## config.mk

```make
export PLATFORM = sky130hd
export DESIGN_NAME = ram16_arbiter
export DESIGN_NICKNAME = d
export VERILOG_FILES = /design/src/rtl/ram16_arbiter_pkg.sv /design/src/rtl/ram16_arbiter_rr_pick2.sv /design/src/rtl/ram16_arbiter.sv
export SDC_FILE = /design/constraint.sdc
export NUM_CORES = 1
export LEC_CHECK = 0
export CAP_MARGIN = 20
export CORE_MARGIN = 5
export CORE_UTILIZATION = 30
export CTS_BUF_LIST = sky130_fd_sc_hd__clkbuf_2 sky130_fd_sc_hd__clkbuf_4 sky130_fd_sc_hd__clkbuf_8
export CTS_CLUSTER_DIAMETER = 40
export DETAILED_ROUTE_END_ITERATION = 8
export HOLD_SLACK_MARGIN = 0.06
export PLACE_DENSITY = 0.81
export RECOVER_POWER = 25
export SLEW_MARGIN = 25
export SYNTH_ARGS = -nofsm -noshare
export SYNTH_HDL_FRONTEND = slang
export SYNTH_HIERARCHICAL = 1
export SYNTH_SLANG_ARGS = --single-unit
export TNS_END_PERCENT = 30
```

## constraint.sdc

```tcl
create_clock -name clk -period 1.2 [get_ports clk]
set_input_delay 0.12 -clock clk [delete_from_list [all_inputs] [get_ports clk]]
set_output_delay 0.12 -clock clk [all_outputs]
set_load 0.05 [all_outputs]
```

## src/rtl/ram16_arbiter_pkg.sv

```systemverilog
// Shared definitions for the two-port RAM arbiter: default widths,
// FSM state encoding and owner/pointer encoding.
package ram16_arbiter_pkg;

   localparam int DW_DEF = 32;   // data width
   localparam int AW_DEF = 4;    // address width (16 words)

   typedef enum logic [1:0] {
      IDLE   = 2'd0,
      ACCESS = 2'd1,
      DONE   = 2'd2
   } state_t;

   // owner / priority pointer encoding
   localparam logic OWN_A = 1'b0;
   localparam logic OWN_B = 1'b1;

endpackage

```

## src/rtl/ram16_arbiter_rr_pick2.sv

```systemverilog
// Two-way round-robin pick. ptr selects the favoured side on a tie
// (0 = A, 1 = B); a lone requester always wins.
module rr_pick2 (
   input  logic req_a,
   input  logic req_b,
   input  logic ptr,
   output logic grant_b
);

   assign grant_b = req_b & (~req_a | ptr);

endmodule

```

## src/rtl/ram16_arbiter.sv

```systemverilog
// Two requesters sharing one single-port RAM. Each access walks
// IDLE -> ACCESS -> DONE; the winner is latched in IDLE and only its
// request fields reach the RAM. Round-robin on simultaneous requests.
module ram16_arbiter
   import ram16_arbiter_pkg::*;
#(
   parameter int DW = DW_DEF,
   parameter int AW = AW_DEF
) (
   input  logic          clk,
   input  logic          reset,
   input  logic          req_a,
   input  logic          req_b,
   input  logic          wr_a,
   input  logic          wr_b,
   input  logic [AW-1:0] addr_a,
   input  logic [AW-1:0] addr_b,
   input  logic [DW-1:0] wdata_a,
   input  logic [DW-1:0] wdata_b,
   output logic          ack_a,
   output logic          ack_b,
   output logic [DW-1:0] rdata,
   output logic          ram_en,
   output logic          ram_read,
   output logic [AW-1:0] ram_addr,
   output logic [DW-1:0] ram_in,
   input  logic [DW-1:0] ram_out
);

   state_t state_q, state_d;
   logic   owner_q;      // 0 = A, 1 = B
   logic   ptr_q;        // side favoured on the next tie
   logic   grant_b;
   logic [DW-1:0] rdata_q;

   // requester fields packed by side so the owner bit indexes them
   logic [1:0]         req_wr;
   logic [1:0][AW-1:0] req_addr;
   logic [1:0][DW-1:0] req_wdata;
   logic               wr_o;

   assign req_wr    = {wr_b, wr_a};
   assign req_addr  = {addr_b, addr_a};
   assign req_wdata = {wdata_b, wdata_a};
   assign wr_o      = req_wr[owner_q];
   assign rdata     = rdata_q;

   rr_pick2 u_pick (
      .req_a   (req_a),
      .req_b   (req_b),
      .ptr     (ptr_q),
      .grant_b (grant_b)
   );

   // FSM state register
   always_ff @(posedge clk) begin
      if (reset) state_q <= IDLE;
      else       state_q <= state_d;
   end

   // owner latch, round-robin pointer and read-data capture
   always_ff @(posedge clk) begin
      if (reset) begin
         owner_q <= OWN_A;
         ptr_q   <= OWN_A;
         rdata_q <= '0;
      end else begin
         if (state_q == IDLE && (req_a || req_b)) owner_q <= grant_b;
         // reads complete at the end of ACCESS; writes leave rdata alone
         if (state_q == ACCESS && !wr_o)          rdata_q <= ram_out;
         if (state_q == DONE)                     ptr_q   <= ~owner_q;
      end
   end

   // next state and Moore outputs; RAM port idles at read/addr 0
   always_comb begin
      state_d  = state_q;
      ram_en   = 1'b0;
      ram_read = 1'b1;
      ram_addr = '0;
      ram_in   = '0;
      ack_a    = 1'b0;
      ack_b    = 1'b0;
      unique case (state_q)
         IDLE: begin
            if (req_a || req_b) state_d = ACCESS;
         end
         ACCESS: begin
            ram_en   = 1'b1;
            ram_read = ~wr_o;
            ram_addr = req_addr[owner_q];
            ram_in   = req_wdata[owner_q];
            state_d  = DONE;
         end
         DONE: begin
            ack_a   = (owner_q == OWN_A);
            ack_b   = (owner_q == OWN_B);
            state_d = IDLE;
         end
         default: state_d = IDLE;
      endcase
   end

endmodule

```

==> run metrics <==
Setup CP Type=register to output pin; Sinks on Clock Net=36; Critical Path RT=1.08 ns; YS warnings=6; IO Count=182; Cell Area, Synth=0.002198 mm²; clock buffer depth=2; Placement Rows=31; Num CTS Buffers=5; worst hold margin=0.4059 ns; total core area=0.007176 mm²; Die Ht=95.60 µm; Synth Flop Type=dfxtp_1; root buf cell=clkbuf_8; outcome=complete, but fails checks; count of TritonRoute iterations in the first routing pass=6; CTS hold repair buffers=0; Post-DP HPWL=7281 µm; clock skew=0.003215 ns; first-pass GRT wire length=15060 µm; peak supply drop=0.8256 mV; antenna violations before repair=0; relative slew slack=78.83%; Cells after Synth=241; Reg2Reg Setup Slack=-0.35 ns; crit path launch type=register; Fmax=601.9 MHz; Filler cells=379; crit end category=output pin; pwr dens=809.5 mW/mm²; Post-synth EDFFs=0; Routed Antenna Nets=0; worst setup margin=-0.4615 ns; nets@finish=546; register area share after synthesis=32.78%; Slew Limit Fails=0; Setup TNS=-23.30 ns; total congestion overflow=0; vias in the first global route=2627; Worst Hold Class=input port to register; Worst-Skew Late Latency=0.28 ns; post-synthesis cell type count=22; CTS clk-pin slew, worst paths=0.07 ns; Final setup viols=73; Post-Syn Nets=351; number of buffers added on ports=181; DRC violations left=0; Avg Vias per Cell=4.821; Final Wtd Congestion=0.7210; flops & latches, synth=36; largest fanout on the critical path=9; via count=2589; final hold violation count=0; max-cap violations=0; H-tree depth=2; Iteration-0 DRC Markers=107; Slew @ Worst Pin=0.3088 ns; layout cells sized above 1=42.33%; ys async rst share=0%; placed cell count=516; Routed WL=12540 µm; Starting Density=30.64%; Final Cycle Share=138.5%; Worst EP arrival=1.54 ns; non-filler cells, final=537; Area Growth Syn to Fin=160.4%; CTS tree=yes; Final Critical Period=1.661 ns; die area=0.009139 mm²; Avg WL per Cell=23.34 µm; GRT Total Usage=22.16%; die width=95.60 µm; largest net degree at the start of global routing=37; RSZ-0062 raised after global routing=true; failing checks=negative setup slack; Final Power=4.635 mW; average cell area after synthesis=9.122 µm²; static leakage=2.049 nW
==> area by class of cell <==
type | instances | area, µm² | area share, %
Tap cell | 99 | 123.9 | 2.163
Timing Repair Buffer | 207 | 2808 | 49.04
Clock buffer | 6 | 82.58 | 1.442
Antenna cell | 1 | 2.502 | 0.04371
Sequential cell | 36 | 726.9 | 12.70
Clock inverter | 2 | 10.01 | 0.1748
Multi-Input combinational cell | 183 | 1961 | 34.24
Inverter | 3 | 11.26 | 0.1967
==> critical path, cell delays in order (launching register included) <==
cell	delay, ns
dfxtp_4	0.38
buf_4	0.14
buf_16	0.15
mux2i_1	0.33
nor2_2	0.09
buf_6	0.16
==> state kept, by name (all words and copies together), names as in the netlist <==
signal   flops
rdata       32
owner_q      1
ptr_q        1
state_q      2
==> stage by stage <==
step / instance area, µm² / util, % / setup slack (ns)
floorplan: 2491 / - / -0.1020
global placement: 5094 / 70.99 / -0.2150
detailed placement: 5094 / 70.99 / -0.2746
CTS: 5548 / 77.31 / -0.3920
global route: 5723 / 79.76 / -0.4987
finish: 5725 / 79.79 / -0.4615
==> layout by cell type (no fill, tap or decap), types with 2 or more instances in the layout <==
master	n
buf_16	4
mux2i_2	4
nand2b_1	64
clkdlybuf4s50_1	108
nor2_2	7
clkinv_2	2
clkbuf_2	7
nor2_1	2
nor2_4	29
mux2i_1	36
clkbuf_8	6
a21oi_1	2
buf_4	11
inv_2	2
dfxtp_2	2
mux2i_4	28
dfxtp_1	33
buf_6	6
clkbuf_16	4
buf_12	66
==> cell usage after synthesis (all sizes together) (2+ instances only) <==
cell type	count	area, µm²
buf	10	102.6
nand2b	65	406.6
inv	3	11.26
dfxtp	36	720.7
clkbuf	9	35.03
nor2	39	162.7
mux2i	68	680.7
a21oi	2	10.01
==> where the power goes <==
part	total, mW	switching [mW]	internal, mW
Clock	0.876	0.418	0.458
Sequential	1.32	0.0633	1.25
Combinational	2.44	1.18	1.26
==> worst paths after layout <==
check	startpoint	to	cells after the start
worst min register to register	rdata[19]	rdata[19]	2
worst max register to register	owner_q	rdata[17]	5
worst min-delay path	ram_out[26]	rdata[26]	3
worst max-delay path	owner_q	ram_addr[2]	5
==> cell families (layout without fill, tap and decap cells) <==
family	after synthesis	in the layout	share of synthesized area [%]
mux	69	69	31.64
buf+inv	22	218	6.773
simple gates	110	110	27.66
other cells	0	1	0
compound gates	4	4	1.139
flops	36	36	32.78
==> timing repair <==
action	4_1_cts	5_1_grt
cloned	3	4
pin swaps	3	21
setup endpoints to repair	71	73
resized for setup	52	22
setup buffers	2	3
==> per-layer routing <==
layer	routed length [µm]	GRT usage, %	vias to the layer above
met1	4616	22.47	1248
met2	6416	40.88	132
met4	283	6.754	0
met5	0	0	-
li1	-	-	1191
met3	1218	9.313	18
Power figures use the tool's default switching activity.
